<file path="src/rtl/ddc_ctrl_pkg.sv">
// Shared types and helpers for the downconverter NCO tuning controller.
// Holds the controller state encoding and the phase-step calculation.
package ddc_ctrl_pkg;

    localparam int PHASE_W = 32;

    typedef enum logic [2:0] {
        IDLE,
        SETTLE,
        RUN,
        APPLY,
        WAIT_WRAP
    } state_t;

    function automatic logic [PHASE_W-1:0] calc_phase_step(input real fs, input real f);
        return PHASE_W'(int'(f * (2.0 ** 32) / fs));
    endfunction

endpackage

</file>
<file path="src/rtl/nco_phase_acc.sv">
// 32-bit NCO phase accumulator with clear, hold and carry-out.
// Clear has priority over accumulate; the carry flag is only valid while accumulating.
module nco_phase_acc
    import ddc_ctrl_pkg::*;
(
    input  logic               clk,
    input  logic               reset,
    input  logic               i_clr,
    input  logic               i_acc,
    input  logic [PHASE_W-1:0] i_step,
    output logic [PHASE_W-1:0] o_phase,
    output logic               o_carry
);

    logic [PHASE_W-1:0] r_phase;
    logic [PHASE_W:0]   w_sum;

    assign w_sum   = {1'b0, r_phase} + {1'b0, i_step};
    assign o_carry = i_acc && w_sum[PHASE_W];
    assign o_phase = r_phase;

    always_ff @(posedge clk) begin
        if (reset || i_clr) begin
            r_phase <= '0;
        end else if (i_acc) begin
            r_phase <= w_sum[PHASE_W-1:0];
        end
    end

endmodule

</file>
<file path="src/rtl/ddc_tune_ctrl.sv">
// NCO tuning controller: owns the phase step, sequences retunes and
// blanks downstream valid while the mixer settles.
module ddc_tune_ctrl
    import ddc_ctrl_pkg::*;
#(
    parameter real              FS            = 800.0e6,
    parameter real              F_SYM         = 10.0e6,
    parameter logic [PHASE_W-1:0] DEFAULT_STEP = calc_phase_step(FS, 0.25 * F_SYM),
    parameter int               SETTLE_CYCLES = 4
) (
    input  logic               clk,
    input  logic               reset,
    input  logic               en,
    input  logic               cfg_valid,
    output logic               cfg_ready,
    input  logic [PHASE_W-1:0] cfg_step,
    input  logic               cfg_sync,
    output logic [PHASE_W-1:0] nco_phase,
    output logic               nco_clr,
    output logic               out_valid,
    output logic               tuned,
    output logic [PHASE_W-1:0] step_active
);

    localparam logic [7:0] SETTLE_INIT = 8'(SETTLE_CYCLES);

    state_t             r_state;
    state_t             w_nxt;
    logic [PHASE_W-1:0] r_step;
    logic [PHASE_W-1:0] w_step_nxt;
    logic [PHASE_W-1:0] r_pend;
    logic [PHASE_W-1:0] w_pend_nxt;
    logic [7:0]         r_cnt;
    logic [7:0]         w_cnt_nxt;
    logic               r_clr;
    logic               r_out_valid;
    logic               r_tuned;
    logic               w_xfer;
    logic               w_enter;
    logic               w_acc_clr;
    logic               w_acc_en;
    logic               w_carry;

    assign cfg_ready   = (r_state == IDLE) || (r_state == RUN);
    assign w_xfer      = cfg_valid && cfg_ready;
    assign nco_clr     = r_clr;
    assign out_valid   = r_out_valid;
    assign tuned       = r_tuned;
    assign step_active = r_step;

    nco_phase_acc u_acc (
        .clk     (clk),
        .reset   (reset),
        .i_clr   (w_acc_clr),
        .i_acc   (w_acc_en),
        .i_step  (r_step),
        .o_phase (nco_phase),
        .o_carry (w_carry)
    );

    always_comb begin
        w_nxt      = r_state;
        w_step_nxt = r_step;
        w_pend_nxt = r_pend;
        w_cnt_nxt  = r_cnt;
        w_enter    = 1'b0;
        w_acc_clr  = 1'b0;
        w_acc_en   = 1'b0;
        unique case (r_state)
            IDLE: begin
                w_acc_clr = 1'b1;
                if (w_xfer) w_step_nxt = cfg_step;
                if (en) w_enter = 1'b1;
            end
            SETTLE: begin
                w_acc_en  = 1'b1;
                w_cnt_nxt = r_cnt - 8'd1;
                if (r_cnt == 8'd1) w_nxt = RUN;
            end
            RUN: begin
                w_acc_en = 1'b1;
                if (w_xfer) begin
                    if (!en) begin
                        w_step_nxt = cfg_step;
                    end else begin
                        w_pend_nxt = cfg_step;
                        // A zero step never wraps, so a sync retune would hang
                        w_nxt = (cfg_sync && r_step != '0) ? WAIT_WRAP : APPLY;
                    end
                end
            end
            APPLY: begin
                w_acc_clr  = 1'b1;
                w_step_nxt = r_pend;
                w_enter    = 1'b1;
            end
            WAIT_WRAP: begin
                w_acc_en = 1'b1;
                if (w_carry) begin
                    w_step_nxt = r_pend;
                    w_enter    = 1'b1;
                end
            end
            default: w_nxt = IDLE;
        endcase
        if (w_enter) begin
            if (SETTLE_CYCLES == 0) begin
                w_nxt = RUN;
            end else begin
                w_nxt     = SETTLE;
                w_cnt_nxt = SETTLE_INIT;
            end
        end
        if (!en && r_state != IDLE) begin
            w_nxt      = IDLE;
            w_acc_clr  = 1'b1;
            w_acc_en   = 1'b0;
            w_pend_nxt = '0;
            w_cnt_nxt  = '0;
            if (!(r_state == RUN && w_xfer)) w_step_nxt = r_step;
        end
    end

    always_ff @(posedge clk) begin
        if (reset) begin
            r_state     <= IDLE;
            r_step      <= DEFAULT_STEP;
            r_pend      <= '0;
            r_cnt       <= '0;
            r_clr       <= 1'b0;
            r_out_valid <= 1'b0;
            r_tuned     <= 1'b0;
        end else begin
            r_state     <= w_nxt;
            r_step      <= w_step_nxt;
            r_pend      <= w_pend_nxt;
            r_cnt       <= w_cnt_nxt;
            r_clr       <= (w_nxt == APPLY);
            r_out_valid <= (w_nxt == RUN) || (w_nxt == WAIT_WRAP);
            r_tuned     <= (w_nxt == RUN);
        end
    end

endmodule

</file>
<file path="config.mk">
export PLATFORM = sky130hd
export DESIGN_NAME = ddc_tune_ctrl
export DESIGN_NICKNAME = d
export VERILOG_FILES = /design/src/rtl/ddc_ctrl_pkg.sv /design/src/rtl/nco_phase_acc.sv /design/src/rtl/ddc_tune_ctrl.sv
export SDC_FILE = /design/constraint.sdc
export NUM_CORES = 1
export LEC_CHECK = 0
export ABC_CLOCK_PERIOD_IN_PS = 4400
export CAP_MARGIN = 25
export CORE_ASPECT_RATIO = 0.9
export CORE_MARGIN = 3
export CORE_UTILIZATION = 40
export CTS_CLUSTER_SIZE = 30
export DETAILED_ROUTE_END_ITERATION = 8
export SLEW_MARGIN = 20
export SYNTH_ARGS = -nofsm -noshare
export SYNTH_HDL_FRONTEND = slang
export SYNTH_SLANG_ARGS = --single-unit
export TNS_END_PERCENT = 50
</file>
<file path="constraint.sdc">
create_clock -name clk -period 4.4 [get_ports clk]
set_input_delay 0.44 -clock clk [delete_from_list [all_inputs] [get_ports clk]]
set_output_delay 0.44 -clock clk [all_outputs]
set_load 0.01 [all_outputs]
</file>
# After elaboration in Yosys (flattened, before gate mapping)
# Cells that the tools add are included.
# totals
reg_bits	110
latchBits	0
mem_bits_rw	0
rom_bits	0
out_inout_bits	68
memories	0
# classes
add_sub_neg	2
mul	0
div_mod_pow	0
order_cmp	0
eq_ne	9
n_shift	0
muxes	23
n_bitwise	0
reduce_logical	19
# op_table
cell	count
32-bit 2-to-1 mux	6
32-bit case mux with 4 select lines	1
32-bit by 32-bit adder with 33-bit output	1
32-bit nonzero test	1
3-bit 2-to-1 mux	8
3-bit by 2-bit equality test with 1-bit output, second input constant	4
3-bit case mux with 3 select lines	1
3-bit OR reduction	3
8-bit by 1-bit equality test with 1-bit output, second input constant	1
8-bit by 1-bit subtractor with 8-bit output, second input constant	1
3-bit equality test, second input constant	2
1-bit 2-to-1 mux	6
1-bit logical AND	5
2-bit OR reduction	2
3-bit by 1-bit equality test with 1-bit output, second input constant	1
3-bit logical NOT	1
1-bit logical OR	3
1-bit case mux with 3 select lines	1
3-bit AND reduction	1
3-bit nonzero test	1
2-bit by 1-bit != test with 1-bit output, second input constant	1
2-bit nonzero test	1
1-bit logical NOT	1

# Longest topological paths before layout
# Gate-level depths: netlist of the first run.
# depth
ltp_word	11
mapped_depth	13
mapped_depth_nobuf	11

# By module
# Synthesis of the first run repeated with hierarchy kept, for this count alone.
# unflattened
hier_cells	763
area_unflattened_um2	6248.5
# by_module_without_submodules
module	instances	cells_each	area_each_um2	seq_area_each_um2
ddc_tune_ctrl	1	405	3414.5	1561.5
nco_phase_acc	1	358	2834.0	640.6

# Least setup slack after synthesis of the first run
# No wires, ideal clock.
# synth_path
path_kind	reg-to-reg
startpoint	register u_acc.r_phase[0] (netlist: u_acc.o_phase[0])
endpoint	register r_step[17] (netlist: step_active[17])
setup_ns	0.081
arrival_ns	3.010
required_ns	4.319
path_slack_ns	1.309
stages_incl_launch_ff	14
synth_period_minus_slack_ns	3.091
cell_sequence	dfxtp_1 > ha_1 > fa_1 > a21oi_2 > o211ai_1 > a211oi_2 > a2111oi_4 > o211ai_2 > a21oi_2 > o2111a_1 > or2_1 > buf_6 > buf_6 > a211oi_2
# synth_between
elab_chain_cells	6
# synth_rtl
element	line	rtl
start: declaration	nco_phase_acc.sv:15	logic [PHASE_W-1:0] r_phase;
start signal: assignment	nco_phase_acc.sv:26	r_phase <= w_sum[PHASE_W-1:0];
32-bit by 32-bit adder with 33-bit output (*)	nco_phase_acc.sv:18	assign w_sum = {1'b0, r_phase} + {1'b0, i_step};
1-bit logical AND (*)	nco_phase_acc.sv:19	assign o_carry = i_acc && w_sum[PHASE_W];
32-bit 2-to-1 mux (*)	ddc_tune_ctrl.sv:99	if (w_carry) begin
32-bit case mux with 4 select lines (*)	ddc_tune_ctrl.sv:69	unique case (r_state)
32-bit 2-to-1 mux	ddc_tune_ctrl.sv:120	if (!(r_state == RUN && w_xfer)) w_step_nxt = r_step;
32-bit 2-to-1 mux (*)	ddc_tune_ctrl.sv:114	if (!en && r_state != IDLE) begin
end signal: assignment	ddc_tune_ctrl.sv:135	r_step <= w_step_nxt;
end: declaration	ddc_tune_ctrl.sv:29	logic [PHASE_W-1:0] r_step;
# Every way passes the cells marked *; elsewhere a longest branch is shown, timed or not. The select of a mux whose other input is x is not followed.
# A chain may end at the register's enable or synchronous reset.

# Final worst setup path of the first run
# layout_path
startpoint	register u_acc.r_phase[0] (netlist: u_acc.o_phase[0])
endpoint	register r_step[9] (netlist: step_active[9])
# Same word-level chain as after synthesis.

==> summary.txt, run 1 <==
share of layout cells above drive strength 1 -> 8.31%
CTS Buf Count -> 9
Worst-Skew Late Latency -> 350 ps
synth top area cells -> dfxtp_1 (35%), a21oi_1 (7.9%), nand2_1 (7.7%)
max-cap violation count -> 0
clk root buf -> clkbuf_16
distinct cell type count after synthesis -> 57
Post-synth EDFFs -> 0
Critical path destination -> step_active[9]
fin crit period -> 3690 ps
post-DP HPWL -> 13400 um
final hold vios -> 0
Highest Clock Rate -> 271 MHz
vias per inst -> 5.60
die outline area -> 0.0172 mm^2
die height -> 125 um
status -> completed
I/O Pins -> 105
CP arrival -> 3950 ps
#FFs+latches synth -> 110
clk sinks -> 110
critical path type -> register to register
flop-to-flop setup slack -> 710 ps
register area -> 0.00220 mm^2
Bufs on Longest Clock Path -> 2
r2r endpoint -> step_active[9]
period utilization -> 83.8%
sequential area share after synthesis -> 35.2%
Worst path max stage delay -> 490 ps
Hold Crit Class -> register to register
first-pass GRT wire length -> 29300 um
pin count of the biggest net entering global routing -> 51
count of input and output buffers -> 104
CP max FO -> 33
CP top delay family -> compound AO/OA/AOI/OAI gates
cells along the critical path -> ha_1, fa_1, a21oi_2, o211ai_1, a211oi_2, a2111oi_4, o211ai_2, a21oi_2, o2111a_1, buf_4, or2_1, buf_4, a211oi_2
H-tree levels -> 3
Post-CTS Setup Bufs -> 0
Worst-Margin Slew -> 1020 ps
CTS tree -> built
ys async rst share -> 0%
# DRC -> 0
maximum VDD drop -> 211 uV
unrepaired setup endpoints after global routing -> false
Synth Instances -> 770
dpl cells -> 1036
CTS resizes -> 0
Pre-antenna DRT Iters -> 5
Vias -> 5894
via count of the first global-routing pass -> 5613
Area growth syn-to-layout -> 23.4%
fin cells -> 1052
Initial Utilization -> 41.7%
Yosys top cell by area -> dfxtp_1
core footprint -> 0.0150 mm^2
DR iter-0 viols -> 513
power density over the cells -> 300 mW/mm^2
post-route ant nets -> 0
WP depth -> 13
initial antenna violation count -> 0
Final #Nets -> 921
# rows -> 42
Worst setup SP type -> register
Routed WL per cell -> 17.2 um
Synth Area per Inst -> 8.12 um^2
setup TNS -> 0 ps
skew final -> 5.06 ps
Tot GR Track Use -> 21.2%
fill count -> 1422
placed cell area -> 0.00741 mm^2
leak pwr -> 2.76 nW
total wire length -> 18100 um
top_reg_cell synth -> dfxtp_1
CP Buf/Inv Count -> 2
setup violators final -> 0
Post-Syn Area -> 0.00625 mm^2
Die Wd -> 138 um
Syn. warnings -> 0
fin area -> 0.00771 mm^2
Critical Path Start -> u_acc.o_phase[0]
Synth top area share -> 35.2%
ANT cells -> 0
slowest CP cell -> a211oi_2
hold buffers post-CTS -> 0
RR Startpoint -> u_acc.o_phase[0]
GP Congestion -> 0.980
clock transition at the registers of the reported paths -> 70 ps
multi-input logic area -> 0.00379 mm^2
gr ovfl total -> 0
Syn Nets -> 842
Final Slew Violations -> 0
nature of the critical path endpoint -> register
r2r worst-path depth -> 13
CP required -> 4670 ps
Relative slew margins -> 31.8%
-- state kept, by name, summed over array words and instances, names as in the netlist --
register and count:
r_cnt 8, nco_clr 1, u_acc.o_phase 32, r_state 3
r_pend 32, step_active 32, tuned 1, out_valid 1
-- worst register-to-register path, stage by stage, from the launching register on --
cell and delay, ps:
dfxtp_1 330, ha_1 240, fa_1 420, a21oi_2 180, o211ai_1 140, a211oi_2 490, a2111oi_4 170, o211ai_2 250
a21oi_2 100, o2111a_1 250, buf_4 240, or2_1 260, buf_4 270, a211oi_2 250
-- placed cells by master (no fill, tap or decap), types with 3 or more instances in the layout --
| cell | count |
|---|---|
| a211oi_1 | 11 |
| a211oi_2 | 20 |
| a21o_1 | 12 |
| a21oi_1 | 99 |
| a221oi_1 | 3 |
| and2_1 | 3 |
| buf_4 | 10 |
| clkbuf_16 | 9 |
| clkdlybuf4s50_1 | 103 |
| clkinv_2 | 3 |
| dfxtp_1 | 110 |
| ha_1 | 34 |
| inv_1 | 16 |
| mux2_2 | 13 |
| mux2i_1 | 19 |
| nand2_1 | 129 |
| nand2b_1 | 4 |
| nand3_1 | 19 |
| nand4_1 | 8 |
| nor2_1 | 51 |
| nor3_1 | 24 |
| nor4_1 | 23 |
| o211ai_1 | 6 |
| o21a_1 | 3 |
| o21ai_0 | 22 |
| o21ai_1 | 10 |
| o21bai_1 | 4 |
| o22ai_1 | 4 |
| or2_2 | 3 |
| or3_1 | 3 |
| xnor2_1 | 22 |
| xor2_1 | 11 |
-- synthesized netlist by cell type (all sizes together) (18+ instances only) --
master and n:
a211oi 31, a21oi 101, mux2i 19, clkbuf 28
nand3 19, nand2 129, ha 34, nor4 23
buf 18, nor3 24, nor2 52, xnor2 22
o21ai 33, dfxtp 110
-- stage by stage --
stage	util (%)	power (W)	setup WS [ps]	hold slack, ps
final	51.5	0.00231	713	455
after global placement	49.5	0.00149	840	438
after CTS	51.5	0.00233	739	457
after detailed placement	49.5	0.00150	783	447
after floorplan	-	0.00134	1310	433
after global routing	51.5	0.00242	446	480
-- cell families (layout without fill, tap and decap cells) --
group,after synthesis,count (layout),synth area share (%)
buf+inv,62,146,4.28
compound gates,214,214,22.7
flops,110,110,35.2
xor+xnor,33,33,4.62
fa+ha+maj,35,35,7.13
mux,32,32,5.39
simple gates,284,284,20.6
-- worst min-delay path by stage --
| stage | start | slack, ps | cells past startpoint | end |
|---|---|---|---|---|
| after global routing | r_pend[28] | 480 | 2 | r_pend[28] |
| after CTS | r_pend[7] | 460 | 2 | r_pend[7] |
| after floorplan | r_pend[0] | 430 | 2 | r_pend[0] |
| after global placement | r_pend[0] | 440 | 2 | r_pend[0] |
| final | r_pend[7] | 450 | 2 | r_pend[7] |
| after detailed placement | r_pend[14] | 450 | 2 | r_pend[14] |
-- power by group --
group | total [W] | internal [W] | switching (W)
sequential | 0.00108 | 0.00103 | 0.0000502
clock | 0.000829 | 0.000443 | 0.000386
combinational | 0.000403 | 0.000182 | 0.000220
total | 0.00231 | 0.00165 | 0.000656
-- final cells by class --
cell class	count	area share, %
Sequential cell	110	28.6
Clock buffer	9	2.92
Multi-Input combinational cell	598	49.2
Timing Repair Buffer	114	14.4
Inverter	16	0.779
Tap cell	198	3.21
Clock inverter	7	0.909
-- metal layers --
layer	global-route usage, %	wire [um]	up-vias
li1	-	-	2922
met1	29.4	8300	2753
met2	32.3	8080	195
met3	5.86	1320	24
met4	6.04	379	0
met5	0	0	-
Note: power is estimated with default switching activity, not from simulation.
==> run 2, diff against run 1 <==
--- a/config.mk
+++ b/config.mk
@@ -5,7 +5,7 @@
 export SDC_FILE = /design/constraint.sdc
 export NUM_CORES = 1
 export LEC_CHECK = 0
-export ABC_CLOCK_PERIOD_IN_PS = 4400
+export ABC_CLOCK_PERIOD_IN_PS = 3700
 export CAP_MARGIN = 25
 export CORE_ASPECT_RATIO = 0.9
 export CORE_MARGIN = 3
==> constraint.sdc (replaced) <==
create_clock -name clk -period 3.7 [get_ports clk]
set_input_delay 0.37 -clock clk [delete_from_list [all_inputs] [get_ports clk]]
set_output_delay 0.37 -clock clk [all_outputs]
set_load 0.01 [all_outputs]
==> run 2 against run 1 <==
Critical endpoint unchanged; final area rose by 1.3%; global-route usage rose by 0.34 points; clock skew rose by 6.2 ps; sequential share of layout area fell by 0.37 points; wire length rose by 2.1%; utilization rose by 0.67 points; critical path type unchanged; via count rose by 1.3%.
==> summary.txt, run 2 (synthesized netlist as in run 1, its figures left out) <==
clk sinks -> 110 (unchanged)
gr ovfl total -> 0 (unchanged)
Die Wd -> 138 um (unchanged)
skew final -> 11.3 ps (+6.23 ps)
period utilization -> 88.2% (+4.4 points)
H-tree levels -> 3 (unchanged)
fin area -> 0.00781 mm^2 (+1.3%)
first-pass GRT wire length -> 29700 um (+1.3%)
DR iter-0 viols -> 386 (-25%)
multi-input logic area -> 0.00379 mm^2 (unchanged)
met3 GRT Util -> 5.01% (-0.85 points)
die height -> 125 um (unchanged)
Initial Utilization -> 41.7% (unchanged)
Worst setup SP type -> register
ANT cells -> 0 (unchanged)
worst setup margin -> 435 ps (-278 ps)
maximum VDD drop -> 252 uV (+19%)
share of layout cells above drive strength 1 -> 9.27% (+0.96 points)
Worst-Skew Late Latency -> 360 ps (about the same)
core footprint -> 0.0150 mm^2 (unchanged)
Vias -> 5973 (+1.3%)
pin count of the biggest net entering global routing -> 50 (-2.0%)
via count of the first global-routing pass -> 5677 (+1.1%)
power density over the cells -> 364 mW/mm^2 (+21%)
Post-CTS Setup Bufs -> 0 (unchanged)
I/O Pins -> 105 (unchanged)
register area -> 0.00220 mm^2 (unchanged)
Final Slew Violations -> 0 (unchanged)
Bufs on Longest Clock Path -> 2 (unchanged)
CTS resizes -> 0 (unchanged)
Setup WS pre-CTS -> 453 ps (-330 ps)
count of input and output buffers -> 104 (unchanged)
hold buffers post-CTS -> 0 (unchanged)
post-DP HPWL -> 13700 um (+2.5%)
post-route ant nets -> 0 (unchanged)
placed cell area -> 0.00749 mm^2 (+1.0%)
most common cell after layout, fill and taps aside -> nand2_1
GP Congestion -> 0.915 (-6.6%)
leak pwr -> 2.82 nW (+2.1%)
# DRC -> 0 (unchanged)
CTS tree -> built
setup TNS -> 0 ps (unchanged)
CP max FO -> 30 (-9.1%)
Pre-antenna DRT Iters -> 4 (-1)
Hold Crit Class -> register to register
max-cap violation count -> 0 (unchanged)
final hold vios -> 0 (unchanged)
Highest Clock Rate -> 306 MHz (+13%)
setup violators final -> 0 (unchanged)
critical path type -> register to register
Area growth syn-to-layout -> 25.0%
GRT met2 Usage -> 34.2% (+2.0 points)
dpl cells -> 1046 (+0.97%)
initial antenna violation count -> 0 (unchanged)
die outline area -> 0.0172 mm^2 (unchanged)
clock transition at the registers of the reported paths -> 80 ps (about the same)
vias per inst -> 5.63 (+0.48%)
CTS Buf Count -> 9 (unchanged)
nature of the critical path endpoint -> register
fin cells -> 1061 (+0.86%)
CP arrival -> 3550 ps (-400 ps)
CP required -> 3980 ps (-690 ps)
clk root buf -> clkbuf_16
total wire length -> 18500 um (+2.1%)
met1 Usage GRT -> 29.1% (-0.32 points)
fill count -> 1399 (-1.6%)
Worst-Margin Slew -> 957 ps (-63.5 ps)
commonest cells after routing, fill and taps aside -> nand2_1 (129), dfxtp_1 (110), clkdlybuf4s50_1 (103), a21oi_1 (99), nor2_1 (51)
status -> completed
Relative slew margins -> 36.2% (+4.4 points)
unrepaired setup endpoints after global routing -> false
fin crit period -> 3260 ps (-422 ps)
global route hottest layer -> met2
Final #Nets -> 931 (+1.1%)
# rows -> 42 (unchanged)
Routed WL per cell -> 17.4 um (+1.3%)
Tot GR Track Use -> 21.6% (+0.34 points)
==> run 2: cell types whose count changed in the layout (fill, tap and decap cells not counted), sizes merged <==
cell / previous run / this run
buf: 11 / 21
bufinv: 1 / 2
clkbuf: 9 / 10
clkinv: 3 / 1
inv: 18 / 17
==> run 2: through the flow <==
step	hold slack [ps]	power [W]	utilization [%]
2_1_floorplan	433	0.00159	-
3_3_place_gp	439	0.00179	50.0
3_5_place_dp	446	0.00180	50.0
4_1_cts	457	0.00287	52.1
5_1_grt	472	0.00297	52.1
6_report	454	0.00284	52.1
==> run 2: final cells by class <==
cell class	instances	area share (%)
Clock buffer	10	3.06
Tap cell	198	3.17
Sequential cell	110	28.2
Inverter	16	0.769
Multi-Input combinational cell	598	48.6
Timing Repair Buffer	124	15.2
Clock inverter	5	1.04
==> run 2: metal layers <==
metal	routed length (um)	up-vias
met3	1110	34
met5	0	-
met4	527	0
met2	8430	199
met1	8400	2799
li1	-	2941
==> run 2: worst paths after layout <==
path	from	end	slack, ps	cells after the start
max	u_acc.o_phase[0]	step_active[9]	440	12
min	r_pend[22]	r_pend[22]	450	2
max reg2reg	u_acc.o_phase[0]	step_active[9]	440	12
min reg2reg	r_pend[22]	r_pend[22]	450	2
==> run 2: worst max-delay path, stage by stage, from the launching register on <==
cell,delay (ps)
dfxtp_1,320
ha_1,240
fa_1,420
a21oi_2,180
o211ai_1,130
a211oi_2,330
a2111oi_4,150
o211ai_2,250
a21oi_2,110
o2111a_1,270
or2_1,270
buf_4,280
a211oi_2,230
==> run 2: report_power, final <==
group | switching, W | leakage [nW] | total, W | internal [W]
sequential | 0.0000569 | 0.894 | 0.00128 | 0.00122
clock | 0.000456 | 0.155 | 0.00107 | 0.000610
combinational | 0.000269 | 1.77 | 0.000493 | 0.000225
total | 0.000781 | 2.82 | 0.00284 | 0.00206
